[config.mk]
export PLATFORM = sky130hd
export DESIGN_NAME = dvp_pattern_gen
export DESIGN_NICKNAME = d
export VERILOG_FILES = /design/src/rtl/dvp_pattern_gen_pkg.sv /design/src/rtl/dvp_pattern_lut.sv /design/src/rtl/dvp_pattern_gen.sv
export SDC_FILE = /design/constraint.sdc
export NUM_CORES = 1
export LEC_CHECK = 0
export BUFFER_PORTS_ARGS = -buffer_cell sky130_fd_sc_hd__buf_2
export CORE_UTILIZATION = 24
export CTS_BUF_LIST = sky130_fd_sc_hd__clkbuf_16
export DETAILED_ROUTE_END_ITERATION = 12
export PLACE_DENSITY = 0.37
export SLEW_MARGIN = 25
export SYNTH_ARGS = -nofsm -noshare
export SYNTH_HDL_FRONTEND = slang
export SYNTH_SLANG_ARGS = --single-unit
[constraint.sdc]
create_clock -name I_clk -period 4.2 [get_ports I_clk]
set_clock_uncertainty 0.15 [all_clocks]
set_input_delay 0.63 -clock I_clk [delete_from_list [all_inputs] [get_ports I_clk]]
set_output_delay 0.63 -clock I_clk [all_outputs]
set_load 0.01 [all_outputs]
[src/rtl/dvp_pattern_gen_pkg.sv]
// Shared camera package: DVP source FSM encoding, test-pattern codes and a sizing helper.
package dvp_pattern_gen_pkg;

  typedef enum logic [2:0] {
    ST_IDLE   = 3'd0,
    ST_VSYNC  = 3'd1,
    ST_VBACK  = 3'd2,
    ST_ACTIVE = 3'd3,
    ST_VFRONT = 3'd4
  } dvp_state_e;

  localparam logic [1:0] PAT_BARS  = 2'd0;
  localparam logic [1:0] PAT_RAMP  = 2'd1;
  localparam logic [1:0] PAT_CHECK = 2'd2;
  localparam logic [1:0] PAT_FCNT  = 2'd3;

  function automatic int max4(input int a, input int b, input int c, input int d);
    int m;
    m = a;
    if (b > m) m = b;
    if (c > m) m = c;
    if (d > m) m = d;
    return m;
  endfunction

endpackage

[src/rtl/dvp_pattern_lut.sv]
// Combinational pixel-value generator: maps (pattern, x, y, frame count) to a 10-bit DVP word.
module dvp_pattern_lut
  import dvp_pattern_gen_pkg::*;
#(
  parameter int BAR_SHIFT = 4
) (
  input  logic [1:0] i_pattern,
  input  logic [9:0] i_x,
  input  logic [9:0] i_y,
  input  logic [7:0] i_frame_cnt,
  output logic [9:0] o_pixdata
);

  logic [2:0] w_bar;
  logic       w_chk;

  // Pixel value selection for the latched pattern
  always_comb begin
    w_bar     = 3'(i_x >> BAR_SHIFT);
    w_chk     = ((i_x ^ i_y) & 10'h008) != 10'd0;
    o_pixdata = 10'd0;
    case (i_pattern)
      PAT_BARS:  o_pixdata = {w_bar, w_bar, w_bar, 1'b0};
      PAT_RAMP:  o_pixdata = i_x;
      PAT_CHECK: o_pixdata = w_chk ? 10'h3FF : 10'h000;
      PAT_FCNT:  o_pixdata = {2'b00, i_frame_cnt};
      default:   o_pixdata = 10'd0;
    endcase
  end

endmodule

[src/rtl/dvp_pattern_gen.sv]
// DVP camera-side test source: VSYNC/HREF/PIXDATA frame timing with selectable test patterns.
module dvp_pattern_gen
  import dvp_pattern_gen_pkg::*;
#(
  parameter int H_ACTIVE    = 160,
  parameter int H_BLANK     = 32,
  parameter int V_ACTIVE    = 120,
  parameter int VSYNC_LINES = 3,
  parameter int V_BACK      = 2,
  parameter int V_FRONT     = 2,
  parameter int BAR_SHIFT   = 4
) (
  input  logic       I_clk,
  input  logic       I_rst_n,
  input  logic       I_en,
  input  logic [1:0] I_pattern,
  output logic       O_vsync,
  output logic       O_href,
  output logic [9:0] O_pixdata,
  output logic       O_frame_done,
  output logic       O_busy
);

  localparam int L  = H_ACTIVE + H_BLANK;
  localparam int HW = $clog2(L);
  localparam int VW = $clog2(max4(VSYNC_LINES, V_BACK, V_ACTIVE, V_FRONT) + 1);

  localparam logic [HW-1:0] H_LAST       = HW'(L - 1);
  localparam logic [HW-1:0] H_ACT_END    = HW'(H_ACTIVE);
  localparam logic [VW-1:0] V_SYNC_LAST  = VW'(VSYNC_LINES - 1);
  localparam logic [VW-1:0] V_BACK_LAST  = VW'(V_BACK - 1);
  localparam logic [VW-1:0] V_ACT_LAST   = VW'(V_ACTIVE - 1);
  localparam logic [VW-1:0] V_FRONT_LAST = VW'(V_FRONT - 1);

  dvp_state_e      r_state;
  logic [HW-1:0]   r_h;
  logic [VW-1:0]   r_v;
  logic [1:0]      r_pat;
  logic [7:0]      r_fcnt;
  logic            r_vsync;
  logic            r_href;
  logic [9:0]      r_pix;
  logic            r_done;
  logic            r_busy;

  dvp_state_e      w_state_nxt;
  logic [HW-1:0]   w_h_nxt;
  logic [VW-1:0]   w_v_nxt;
  logic [VW-1:0]   w_v_last;
  logic [1:0]      w_pat_nxt;
  logic [7:0]      w_fcnt_nxt;
  logic            w_href_nxt;
  logic            w_done_nxt;
  logic [9:0]      w_x;
  logic [9:0]      w_y;
  logic [9:0]      w_pix_lut;

  // Next beat position; outputs are registered from it so they track the state with no lag
  always_comb begin
    w_state_nxt = r_state;
    w_h_nxt     = {HW{1'b0}};
    w_v_nxt     = {VW{1'b0}};
    case (r_state)
      ST_VSYNC:  w_v_last = V_SYNC_LAST;
      ST_VBACK:  w_v_last = V_BACK_LAST;
      ST_ACTIVE: w_v_last = V_ACT_LAST;
      ST_VFRONT: w_v_last = V_FRONT_LAST;
      default:   w_v_last = {VW{1'b0}};
    endcase

    if (r_state == ST_IDLE) begin
      w_state_nxt = I_en ? ST_VSYNC : ST_IDLE;
    end else if (r_h != H_LAST) begin
      w_h_nxt = r_h + HW'(1);
      w_v_nxt = r_v;
    end else if (r_v != w_v_last) begin
      w_v_nxt = r_v + VW'(1);
    end else begin
      case (r_state)
        ST_VSYNC:  w_state_nxt = ST_VBACK;
        ST_VBACK:  w_state_nxt = ST_ACTIVE;
        ST_ACTIVE: w_state_nxt = ST_VFRONT;
        ST_VFRONT: w_state_nxt = I_en ? ST_VSYNC : ST_IDLE;
        default:   w_state_nxt = ST_IDLE;
      endcase
    end

    // Pattern is captured only on entry to VSYNC so a frame never changes pattern mid-way
    if ((w_state_nxt == ST_VSYNC) && (r_state != ST_VSYNC)) begin
      w_pat_nxt = I_pattern;
    end else begin
      w_pat_nxt = r_pat;
    end

    w_done_nxt = (w_state_nxt == ST_VFRONT) && (w_h_nxt == H_LAST) && (w_v_nxt == V_FRONT_LAST);
    w_href_nxt = (w_state_nxt == ST_ACTIVE) && (w_h_nxt < H_ACT_END);
    if (w_done_nxt) begin
      w_fcnt_nxt = r_fcnt + 8'd1;
    end else begin
      w_fcnt_nxt = r_fcnt;
    end
    w_x = 10'(w_h_nxt);
    w_y = 10'(w_v_nxt);
  end

  dvp_pattern_lut #(
    .BAR_SHIFT (BAR_SHIFT)
  ) u_lut (
    .i_pattern   (w_pat_nxt),
    .i_x         (w_x),
    .i_y         (w_y),
    .i_frame_cnt (w_fcnt_nxt),
    .o_pixdata   (w_pix_lut)
  );

  // Frame FSM, counters, latched pattern and registered DVP outputs
  always_ff @(posedge I_clk or negedge I_rst_n) begin
    if (!I_rst_n) begin
      r_state <= ST_IDLE;
      r_h     <= {HW{1'b0}};
      r_v     <= {VW{1'b0}};
      r_pat   <= 2'd0;
      r_fcnt  <= 8'd0;
      r_vsync <= 1'b0;
      r_href  <= 1'b0;
      r_pix   <= 10'd0;
      r_done  <= 1'b0;
      r_busy  <= 1'b0;
    end else begin
      r_state <= w_state_nxt;
      r_h     <= w_h_nxt;
      r_v     <= w_v_nxt;
      r_pat   <= w_pat_nxt;
      r_fcnt  <= w_fcnt_nxt;
      r_vsync <= (w_state_nxt == ST_VSYNC);
      r_href  <= w_href_nxt;
      r_pix   <= w_href_nxt ? w_pix_lut : 10'd0;
      r_done  <= w_done_nxt;
      r_busy  <= (w_state_nxt != ST_IDLE);
    end
  end

  assign O_vsync      = r_vsync;
  assign O_href       = r_href;
  assign O_pixdata    = r_pix;
  assign O_frame_done = r_done;
  assign O_busy       = r_busy;

endmodule
# [Yosys cells after proc, flatten, opt, wreduce, memory -nomap -nowiden]
# Index checks and enable logic that the tools add are counted.
# Widths: inputs -> output; s select.
[word_totals] reg_bits=42 in_bits=5 output_inout_bits=14 word_cells=54
[classes] addsub=3 n_lt_le_gt_ge=1 n_eq_ne=15 mux=16 bitwise=1 n_reduce_logical=8
[ops] cell="$pmux 10 s4" n=1
[ops] cell="$mux 8" n=3
[ops] cell="$mux 7" n=3
[ops] cell="$pmux 7 s3" n=1
[ops] cell="$mux 10" n=2
[ops] cell="$add 8x1->8 const B" n=2
[ops] cell="$pmux 3 s4" n=1
[ops] cell="$eq 3x2->1 const B" n=3
[ops] cell="$mux 3" n=3
[ops] cell="$eq 8x8->1 const B" n=1
[ops] cell="$lt 8x8->1 const B" n=1
[ops] cell="$ne 8x8->1 const B" n=1
[ops] cell="$add 7x1->7 const B" n=1
[ops] cell="$eq 7x1->1 const B" n=1
[ops] cell="$ne 7x7->1" n=1
[ops] cell="$eq 3x1->1 const B" n=2
[ops] cell="$eq 3x3->1 const B" n=2
[ops] cell="$eq 2x2->1 const B" n=2
[ops] cell="$logic_and 1x1->1" n=4
[ops] cell="$xor 4x4->4" n=1
[ops] cell="$logic_not 3->1" n=1
[ops] cell="$ne 3x1->1 const B" n=1
[ops] cell="$reduce_bool 3->1" n=1
[ops] cell="$eq 2x1->1 const B" n=1
[ops] cell="4 further kinds" n=4

# [Depth between registers and ports, before layout]
# Gate-level depths: netlist of the first run.
[depth] word_depth=13 ltp_mapped=11 depth_no_buf=10

# [Cells and area by module]
# A second synthesis of the first run with hierarchy kept.
[hier_totals] cells_unflattened=256 area_unflattened_um2=2577.5
[by_module_without_submodules] mod="dvp_pattern_gen" instances=1 cells_per_inst=224 area_each_um2=2343.5 seq_area_each_um2=1051.0
[by_module_without_submodules] mod="dvp_pattern_lut" instances=1 cells_per_inst=32 area_each_um2=234.0 seq_area_each_um2=0.0

# [Worst setup path after synthesis of the first run]
# Ideal clock, no wire load.
[synth_path] path_kind="register -> register" from="register r_v[4]" to="register r_pix[0], in the netlist O_pixdata[0]" setup_time_ns=0.067 t_arrival_ns=2.732 t_required_ns=3.983 path_slack_ns=1.251 stages_incl_launch_ff=11 path_buffers=2 period_less_slack_ns=2.949 path_cell_list="dfrtp_1 buf_6 or4_4 mux2i_4 o2111ai_2 a21oi_1 mux2i_1 inv_2 buf_2 o41ai_1 a41o_1"
[synth_via] elab_chain_cells=10 elab_cells_between_ends=26 cone_classes="add/sub (1); eq/ne (8); mux (11); bitwise (1); reduce/logical (5)"
[synth_lines] element="start, declared" line_no="dvp_pattern_gen.sv:37" rtl="logic [VW-1:0] r_v;"
[synth_lines] element="start signal, assigned" line_no="dvp_pattern_gen.sv:121" rtl="r_v <= {VW{1'b0}};"
[synth_lines] element="start signal, assigned" line_no="dvp_pattern_gen.sv:132" rtl="r_v <= w_v_nxt;"
[synth_lines] element="$ne 7x7->1 (*)" line_no="dvp_pattern_gen.sv:76" rtl="end else if (r_v != w_v_last) begin"
[synth_lines] element="$mux 3 (*)" line_no="dvp_pattern_gen.sv:76"
[synth_lines] element="$mux 3 (*)" line_no="dvp_pattern_gen.sv:73" rtl="end else if (r_h != H_LAST) begin"
[synth_lines] element="$mux 3 (*)" line_no="dvp_pattern_gen.sv:71" rtl="if (r_state == ST_IDLE) begin"
[synth_lines] element="$eq 3x1->1 (*)" line_no="dvp_pattern_gen.sv:89" rtl="if ((w_state_nxt == ST_VSYNC) && (r_state != ST_VSYNC)) begin"
[synth_lines] element="$logic_and 1x1->1 (*)" line_no="dvp_pattern_gen.sv:89"
[synth_lines] element="$mux 2 (*)" line_no="dvp_pattern_gen.sv:89"
[synth_lines] element="named net u_lut.i_pattern[0]" line_no="dvp_pattern_lut.sv:7" rtl="input logic [1:0] i_pattern,"
[synth_lines] element="$eq 2x2->1 (tied with other cells)" line_no="dvp_pattern_lut.sv:22" rtl="case (i_pattern)"
[synth_lines] element="$pmux 10 s4 (*)" line_no="dvp_pattern_lut.sv:22"
[synth_lines] element="$mux 10 (*)" line_no="dvp_pattern_gen.sv:137" rtl="r_pix <= w_href_nxt ? w_pix_lut : 10'd0;"
[synth_lines] element="end signal, assigned" line_no="dvp_pattern_gen.sv:137"
[synth_lines] element="end, declared" line_no="dvp_pattern_gen.sv:42" rtl="logic [9:0] r_pix;"
# Mark *: on every way through the listed nets, which the timed path passes. The rest lies on a longest branch.

# [Worst setup path after layout of the first run]
[layout_path] from="register r_h[0]" to="register r_pix[4], in the netlist O_pixdata[4]"
[layout_via] elab_chain_cells=9 elab_cells_between_ends=28 cone_classes="add/sub (1); order compare (1); eq/ne (9); mux (11); bitwise (1); reduce/logical (5)"
[layout_lines] element="start, declared" line_no="dvp_pattern_gen.sv:36" rtl="logic [HW-1:0] r_h;"
[layout_lines] element="start signal, assigned" line_no="dvp_pattern_gen.sv:120" rtl="r_h <= {HW{1'b0}};"
[layout_lines] element="start signal, assigned" line_no="dvp_pattern_gen.sv:131" rtl="r_h <= w_h_nxt;"
[layout_lines] element="$add 8x1->8 or $ne 8x8->1 (tied branches)" line_no="dvp_pattern_gen.sv:74, dvp_pattern_gen.sv:73"
[layout_lines] element="$mux 8 or $mux 3 (tied branches)" line_no="dvp_pattern_gen.sv:73"
[layout_lines] element="$mux 8 or $mux 3 (tied branches)" line_no="dvp_pattern_gen.sv:71"
[layout_lines] element="$eq 8x8->1 (tied with other cells)" line_no="dvp_pattern_gen.sv:95" rtl="w_done_nxt = (w_state_nxt == ST_VFRONT) && (w_h_nxt == H_LAST) && (w_v_nxt == V_FRONT_LAST);"
[layout_lines] element="$logic_and 1x1->1, on equally long branches" line_no="dvp_pattern_gen.sv:95, dvp_pattern_gen.sv:89"
[layout_lines] element="$logic_and 1x1->1 or $mux 2 (tied branches)" line_no="dvp_pattern_gen.sv:95, dvp_pattern_gen.sv:89"
[layout_lines] element="$mux 8 (tied with other cells)" line_no="dvp_pattern_gen.sv:97" rtl="if (w_done_nxt) begin"
[layout_lines] element="$pmux 10 s4" line_no="dvp_pattern_lut.sv:22"
[layout_lines] element="$mux 10 (*)" line_no="dvp_pattern_gen.sv:137"
# Every way passes the cells marked *; elsewhere a longest branch is shown, timed or not.

==> flow_summary.yaml, run 1 <==
run_status:
  outcome: "finished clean"
detailed_routing:
  drt-initial-drc-count: 114
  drt_pass1_iterations: 4
  drc: 0
  routed_wl_um: 5840
  drt.antenna.violating_nets: 0
  vias: 1793
  viasPerCell: 4.68
  wl_per_cell_um: 15.2
clock_network:
  cts_root_buffer: "clkbuf_16"
  cts_resized: 0
  cts_tree: "built"
  htree_levels: 2
  cts_setup_buffers: 0
  clkLatencyLatePin_ns: 0.28
  postCtsHoldBufs: 0
  clock-sinks: 42
  cts_made_buffers: 5
  clk_pin_slew_worst_paths_ns: 0.06
  cts_buffer_depth: 2
synth:
  ys_seq_area_share_pct: 45.9
  synth_nets: 244
  synth_top_family_by_area: "simple AND/OR/NAND/NOR gates"
  syn_area_um2: 2290
  syn_inst: 236
  synth-compound-area-share_pct: 14.0
  yosys.area_share.simple_pct: 22.5
  async_reset_ff_share_pct: 100
  synth_edf_count: 0
  ys.flop_type: "dfrtp_1"
  synthXorXnorAreaFrac_pct: 6.82
  synth_warnings: 0
  synthAdderAreaFrac_pct: 1.64
  syn_area_per_cell_um2: 9.71
  synthMuxAreaShare_pct: 4.69
  ys_seq_elements: 42
  post_synth_num_cell_types: 57
critical_path:
  crit_type: "register to register"
  end_kind: "register"
  critPathBufInv: 1
  crit_path_max_fanout: 12
  cp_num_cells: 10
  required_ns: 4.22
  cp_slowest_cell: "mux2i_1"
  crit_chain: "ha_1 -> nand3_1 -> nor2_1 -> o2111ai_2 -> a21oi_1 -> mux2i_1 -> inv_1 -> nand2_1 -> o21ai_1 -> a311oi_1"
  start_kind: "register"
  r2r_cells: 10
  critical_path.max_stage_delay_ns: 0.53
  worstPathArrival_ns: 3.70
  cp_top_family: "compound AO/OA/AOI/OAI gates"
timing:
  rsz0062_at_grt: "no"
  slew_viol_final: 0
  fmax_mhz: 272
  period_share_pct: 87.6
  timing.hold.ws_ns: 0.192
  fin_crit_ns: 3.68
  fin_tns_setup_ns: 0
  setup_viol: 0
  relSlewSlack_pct: 39.9
  worst_pin_slew_ns: 0.895
  hold_violations: 0
die:
  fp.dieH_um: 99.7
  rows: 35
  num_io_pins: 19
  coreArea_um2: 9240
  dieArea_um2: 9950
  fp.dieW_um: 99.7
  initial_utilization_pct: 24.8
pwr:
  leakagePower_uw: 0.00121
  power_density_nw_per_um2: 417
  power.total_uw: 1120
  ir_drop_mv: 0.182
global_routing:
  antenna_found_initial: 0
  grtUsageTotal_pct: 12.4
  grt_overflow: 0
  grt_start_max_net_pins: 43
  grt_pass1_wl_um: 9420
  grt_pass1_vias: 1750
final_layout:
  final_nets: 261
  layout_common_cells: "dfrtp_1, nor2_1, buf_2, nand2_1, inv_1"
  antenna_cells: 0
  drive_gt1_share_pct: 16.9
  num-fill-cells: 982
  area_growth_pct: 16.8
  final_core_util_pct: 29.0
  final_common_cell: "dfrtp_1"
place:
  dp_hpwl_um: 4300
  place_congestion: 0.776
  port_buffers: 18
hold_path:
  hold_class: "input pin to async pin"
flow_run:
  maxCapViolations: 0
power by group:
group / internal [uW] / total (uW) / switching, uW
combinational: 61.9 / 214 / 152
clock: 280 / 439 / 159
sequential: 436 / 463 / 27.0
per-layer routing:
layer | global-route usage [%] | up-vias | part of all wire, %
met3 | 2.11 | 4 | 3.3
met4 | 2.71 | 0 | 0.55
li1 | - | 887 | -
met1 | 17.8 | 874 | 50
met5 | 0 | - | 0
met2 | 19.6 | 28 | 47
stage by stage:
stage / area [um2] / setup WS (ns) / instances
floorplan: 2290 / 1.25 / 236
global placement: 2500 / 0.565 / 375
detailed placement: 2500 / 0.527 / 375
CTS: 2680 / 0.529 / 383
global route: 2680 / 0.228 / 383
finish: 2680 / 0.521 / 383
cell usage after synthesis, types with 2 or more instances:
| cell type | instances | share of area, % |
|---|---|---|
| nand4_1 | 8 | 2.2 |
| nand3b_1 | 2 | 0.65 |
| o2111a_1 | 2 | 0.98 |
| a31oi_1 | 4 | 1.1 |
| or3_1 | 2 | 0.55 |
| o21ai_0 | 8 | 1.7 |
| o41ai_1 | 2 | 0.76 |
| nand3_1 | 9 | 2.0 |
| inv_2 | 2 | 0.33 |
| mux2i_1 | 6 | 2.6 |
| dfrtp_1 | 42 | 46 |
| or2_2 | 2 | 0.55 |
| and3_1 | 8 | 2.2 |
| nor3_1 | 8 | 1.7 |
| buf_2 | 4 | 0.87 |
| a21oi_1 | 8 | 1.7 |
| ha_1 | 3 | 1.6 |
| xor2_1 | 9 | 3.4 |
| nor2_1 | 28 | 4.6 |
| inv_1 | 13 | 2.1 |
| a311oi_1 | 3 | 1.1 |
| nor2b_1 | 4 | 1.1 |
| clkbuf_1 | 4 | 0.65 |
| nand2_1 | 15 | 2.5 |
| nor4_1 | 2 | 0.55 |
| xnor2_1 | 7 | 2.7 |
flip-flops by register name, summed over array words and instances (netlist names):
| name | count |
|---|---|
| O_frame_done | 1 |
| O_vsync | 1 |
| r_state | 3 |
| r_h | 8 |
| O_href | 1 |
| O_pixdata | 10 |
| r_pat | 2 |
| r_v | 7 |
| r_fcnt | 8 |
| O_busy | 1 |
final cells by class:
class	count	area, um2	share of cell area [%]
clock buffer	5	125	4.67
inverter	15	56.3	2.10
multi-input combinational	170	1140	42.5
clock inverter	3	45.0	1.68
tap	129	161	6.03
timing repair buffer	19	100	3.74
sequential	42	1050	39.3
kinds of logic (layout without fill, tap and decap cells):
group,count (synthesis),in the layout
AO/OA/AOI/OAI,42,42
XOR/XNOR,17,17
adder cells (fa/ha/maj),3,3
buffers and inverters,24,42
flip-flops,42,42
multiplexers,9,9
AND/OR/NAND/NOR,99,99
path summary, 6_finish.rpt:
check	start	endpoint	slack (ns)
max	r_h[0]	O_pixdata[4]	0.52
min	I_rst_n	r_v[5]	0.19
max reg2reg	r_h[0]	O_pixdata[4]	0.52
min reg2reg	r_fcnt[6]	r_fcnt[6]	0.36
max in group asynchronous	I_rst_n	r_fcnt[4]	3.33
min in group I_clk	r_fcnt[6]	r_fcnt[6]	0.36
Note: power is estimated with default switching activity, not from simulation.
==> run 2, diff against run 1 <==
--- a/config.mk
+++ b/config.mk
@@ -9,7 +9,7 @@
 export CORE_UTILIZATION = 24
 export CTS_BUF_LIST = sky130_fd_sc_hd__clkbuf_16
 export DETAILED_ROUTE_END_ITERATION = 12
-export PLACE_DENSITY = 0.37
+export PLACE_DENSITY = 0.38
 export SLEW_MARGIN = 25
 export SYNTH_ARGS = -nofsm -noshare
 export SYNTH_HDL_FRONTEND = slang
==> constraint.sdc (replaced) <==
create_clock -name I_clk -period 3 [get_ports I_clk]
set_clock_uncertainty 0.15 [all_clocks]
set_input_delay 0.45 -clock I_clk [delete_from_list [all_inputs] [get_ports I_clk]]
set_output_delay 0.45 -clock I_clk [all_outputs]
set_load 0.01 [all_outputs]
==> run 2 against run 1 <==
  * Register-to-register slack got worse by 0.45 ns
  * Final cell count rose by 8.6%
  * Non-clock buffer count rose by 33
  * Total power rose by 48%
  * Final area rose by 13%
  * First-iteration DRC count fell by 38%
  * Sequential share of layout area fell by 4.4 points
  * Highest routed layer unchanged
  * Routed wire length rose by 6.3%
  * Die area did not move
  * Setup slack got worse by 0.45 ns
  * Clock-buffer cell count did not move
  * Combinational power rose by 84%
  * Critical endpoint is now O_pixdata[1]
  * Largest cell class unchanged
==> flow_summary.yaml, run 2 (synthesis gave the netlist of run 1 again) <==
pwr:
  comb_power_share_pct: 23.8
  ir_drop_mv: 0.299
  p_int_uw: 1140
  power.total_uw: 1650
  leakagePower_uw: 0.00138
  power_density_nw_per_um2: 547
  seqPwrFrac_pct: 39.1
  power_switching_uw: 507
  swShare_pct: 30.7
  pwr-share-clk_pct: 37.1
global_routing:
  grt_pass1_wl_um: 10400
  grt_start_max_net_pins: 43
  grt_overflow: 0
  antenna_found_initial: 0
  grtUsageTotal_pct: 13.5
  grt_pass1_vias: 2019
critical_path:
  crit_path_max_fanout: 6
  r2r_start: "r_v[2]"
  critical_path.max_stage_delay_ns: 0.55
  crit_chain: "or4_4 -> mux2i_4 -> o2111ai_2 -> or2_1 -> a211oi_2 -> buf_4 -> nand3_4 -> mux2i_2 -> a221oi_2"
  start_kind: "register"
  cp_top_family: "simple AND/OR/NAND/NOR gates"
  worstPathArrival_ns: 2.95
  r2r_cells: 9
  ff2ff_setup_slack_ns: 0.07
  cp_slowest_cell: "or4_4"
  critPathBufInv: 1
  required_ns: 3.02
  end_kind: "register"
  r2r_end: "O_pixdata[1]"
  crit_type: "register to register"
detailed_routing:
  wl_per_cell_um: 14.9
  viasPerCell: 4.59
  drt-initial-drc-count: 71
  drc: 0
  drt.antenna.violating_nets: 0
  routed_wl_um: 6210
  drt_pass1_iterations: 4
  vias: 1911
final_layout:
  final_nets: 294
  layout_common_cells: "dfrtp_1, buf_4, nor2_1, buf_2, nand2_1"
  fin_area_um2: 3020
  drive_gt1_share_pct: 30.7
  largest_reg_flops: 10
  antenna_cells: 0
  area_growth_pct: 31.6
  layoutNonFillerInstCount: 416
  final_common_cell: "dfrtp_1"
clock_network:
  cts_buffer_depth: 2
  clkLatencyLatePin_ns: 0.28
  postCtsHoldBufs: 0
  cts_tree: "built"
  htree_levels: 2
  clock-sinks: 42
  cts_made_buffers: 5
  cts_root_buffer: "clkbuf_16"
  clk_pin_slew_worst_paths_ns: 0.06
die:
  dieArea_um2: 9950
  num_io_pins: 19
  initial_utilization_pct: 24.8
  fp.dieW_um: 99.7
  coreArea_um2: 9240
  rows: 35
  fp.dieH_um: 99.7
timing:
  period_share_pct: 97.7
  timing.hold.ws_ns: 0.000926
  slew_viol_final: 0
  fmax_mhz: 341
  setup_viol: 0
  rsz0062_at_grt: "yes"
  hold_violations: 0
  relSlewSlack_pct: 62.8
  fin_tns_setup_ns: 0
  worst_pin_slew_ns: 0.558
  fin_crit_ns: 2.93
run_status:
  outcome: "finished clean"
place:
  place_congestion: 0.794
  port_buffers: 18
  dp_hpwl_um: 4730
  place_area_um2: 2740
  place_inst: 406
hold_path:
  hold_class: "input pin to async pin"
flow_run:
  maxCapViolations: 0
==> run 2: repair_timing <==
item | CTS | global route
setup endpoints to repair | 1 | 8
pin swaps | 1 | 7
gates resized for setup | 4 | 14
setup buffers | 0 | 2
cloned | 0 | 0
==> run 2: power groups by stage <==
stage	Combinational, uW	Sequential, uW	Clock [uW]
after floorplan	212	650	0
after global routing	443	651	655
after detailed placement	379	653	0
after CTS	385	642	630
final	393	645	613
after global placement	385	653	0
==> run 2: cell type report <==
class / count / area, um2
fill: 979 / 6220
multi-input combinational: 170 / 1230
sequential: 42 / 1050
timing repair buffer: 52 / 348
tap: 129 / 161
clock buffer: 5 / 125
inverter: 15 / 56.3
clock inverter: 3 / 41.3
==> run 2: stage by stage <==
step | utilization (%) | worst slack [ns]
floorplan | - | 0.0513
global placement | 29.6 | -0.136
detailed placement | 29.6 | -0.121
CTS | 31.7 | 0.00787
global route | 32.6 | -0.0778
finish | 32.6 | 0.0699
==> run 2: worst max path at each step <==
stage,start,end,cells after the start
after floorplan,r_v[4],O_pixdata[0],10
after global placement,r_v[2],O_pixdata[1],9
after detailed placement,r_h[0],O_pixdata[1],11
after CTS,r_v[2],O_pixdata[1],8
after global routing,r_v[2],O_pixdata[1],9
final,r_v[2],O_pixdata[1],9
==> run 2: metal layers <==
metal / GRT usage [%] / vias to the layer above / wire length [um]
met5: 0 / - / 0
met2: 21.1 / 27 / 2800
li1: - / 947 / -
met3: 2.46 / 6 / 163
met4: 3.28 / 0 / 72
met1: 19.2 / 931 / 3170
==> run 3, diff against run 2 <==
==> constraint.sdc (replaced) <==
create_clock -name I_clk -period 2.6 [get_ports I_clk]
set_clock_uncertainty 0.15 [all_clocks]
set_input_delay 0.39 -clock I_clk [delete_from_list [all_inputs] [get_ports I_clk]]
set_output_delay 0.39 -clock I_clk [all_outputs]
set_load 0.01 [all_outputs]
==> run 3 against run 2 <==
  * The run now ends with setup timing left
  * Highest routed layer unchanged
  * Hold slack better by 0.36 ns
  * Global-route usage up 0.97 points
  * Final cell count up 12%
  * Critical endpoint unchanged
  * Critical path depth down 1
  * Non-clock buffer count up 48
==> flow_summary.yaml, run 3 (synthesis gave the netlist of run 1 again) <==
final_layout:
  final_common_cell: "buf_4"
  num-fill-cells: 945
  largest_reg_flops: 10
  area_growth_pct: 50.7
  layout_common_cells: "buf_4, dfrtp_1, nor2_1, buf_2, nand2_1"
  antenna_cells: 0
  final_nets: 342
  drive_gt1_share_pct: 44.2
  layoutNonFillerInstCount: 464
clock_network:
  clock-sinks: 42
  clk_pin_slew_worst_paths_ns: 0.07
  clkLatencyLatePin_ns: 0.29
  cts_root_buffer: "clkbuf_16"
  htree_levels: 2
  cts_made_buffers: 5
  cts_buffer_depth: 2
  cts_tree: "built"
global_routing:
  grt_pass1_wl_um: 10800
  grt_pass1_vias: 2109
  grt_overflow: 0
  grtUsageTotal_pct: 14.5
  grt_start_max_net_pins: 26
  antenna_found_initial: 0
die:
  num_io_pins: 19
  initial_utilization_pct: 24.8
  fp.dieH_um: 99.7
  rows: 35
  dieArea_um2: 9950
  coreArea_um2: 9240
  fp.dieW_um: 99.7
timing:
  setup_viol: 18
  worst_pin_slew_ns: 0.438
  slew_viol_final: 0
  period_share_pct: 113
  relSlewSlack_pct: 70.7
  setup_slack_ns: -0.327
  rsz0062_at_grt: "yes"
  fin_tns_setup_ns: -3.15
  hold_violations: 0
  fmax_mhz: 342
  fin_crit_ns: 2.93
place:
  place_inst: 449
  port_buffers: 18
  dp_hpwl_um: 5190
  place_congestion: 0.823
detailed_routing:
  viasPerCell: 4.42
  drt-initial-drc-count: 65
  vias: 2053
  wl_per_cell_um: 14.0
  drt_pass1_iterations: 4
  drt.antenna.violating_nets: 0
  routed_wl_um: 6520
  drc: 0
pwr:
  leakagePower_uw: 0.00163
  ir_drop_mv: 0.243
  power_density_nw_per_um2: 588
critical_path:
  ff2ff_setup_slack_ns: -0.33
  worstPathArrival_ns: 2.98
  required_ns: 2.65
  crit_path_max_fanout: 6
  start_kind: "register"
  end_kind: "register"
  crit_type: "register to register"
flow_run:
  maxCapViolations: 0
run_status:
  outcome: "complete, but fails checks"
  violations: "setup timing"
hold_path:
  hold_class: "register to register"
-- run 3: cell types whose count changed in the layout (fill, tap and decap cells not counted), moves of 2 or more --
cell / previous run / this run
xor2_1: 9 / 7
xor2_2: 0 / 2
mux2i_1: 5 / 3
mux2i_4: 2 / 4
buf_4: 35 / 81
-- run 3: worst max-delay path, cell delays in order (launching register included) --
cell and delay [ns]:
dfrtp_1 0.38, or4_4 0.56, mux2i_4 0.23, o2111ai_4 0.18
a221o_1 0.48, nor2_4 0.21, nand3_2 0.18, mux2i_4 0.25
a221oi_2 0.24
-- run 3: timing repair --
item	in CTS	in global routing
pin swaps	8	9
gates resized for setup	7	16
setup endpoints to repair	18	23
buffers inserted	5	2
hold buffers	1	0
endpoints found under the hold margin	17	0
-- run 3: per-layer routing --
| layer | vias up | GRT usage [%] | share of wire (%) |
|---|---|---|---|
| li1 | 1043 | - | - |
| met1 | 978 | 19.2 | 50 |
| met2 | 25 | 23.5 | 47 |
| met3 | 7 | 2.81 | 2.2 |
| met4 | 0 | 4.75 | 1.3 |
| met5 | - | 0 | 0 |
-- run 3: metrics by stage --
stage	hold WS (ns)	power (uW)	cell area (um2)	worst slack [ns]	utilization, %
CTS	0.367	2040	3360	-0.315	36.3
finish	0.361	2030	3450	-0.327	37.4
global route	0.383	2170	3450	-0.463	37.4
global placement	0.201	1380	3130	-0.410	33.9
floorplan	-0.0556	1060	2370	-0.190	-
detailed placement	0.203	1370	3130	-0.353	33.9
-- run 3: worst paths after layout --
check                                from            to  cells past startpoint
worst max-delay path               r_v[2]  O_pixdata[1]                      8
worst min-delay path            r_fcnt[6]     r_fcnt[6]                      1
worst max register to register     r_v[2]  O_pixdata[1]                      8
worst min register to register  r_fcnt[6]     r_fcnt[6]                      1
max in group asynchronous         I_rst_n      r_pat[0]                      3
min in group asynchronous         I_rst_n        r_v[5]                      2
-- run 3: power breakdown --
group,total [uW],switching (uW),internal (uW)
sequential,750,45.5,704
combinational,640,332,308
clock,640,279,361
-- run 3: final cells by class --
type | instances | area (um2) | area share [%]
Clock buffer | 5 | 125 | 3.62
Timing Repair Buffer | 100 | 708 | 20.5
Clock inverter | 3 | 25.0 | 0.724
Inverter | 15 | 56.3 | 1.63
Tap cell | 129 | 161 | 4.67
Sequential cell | 42 | 1050 | 30.5
Multi-Input combinational cell | 170 | 1330 | 38.4
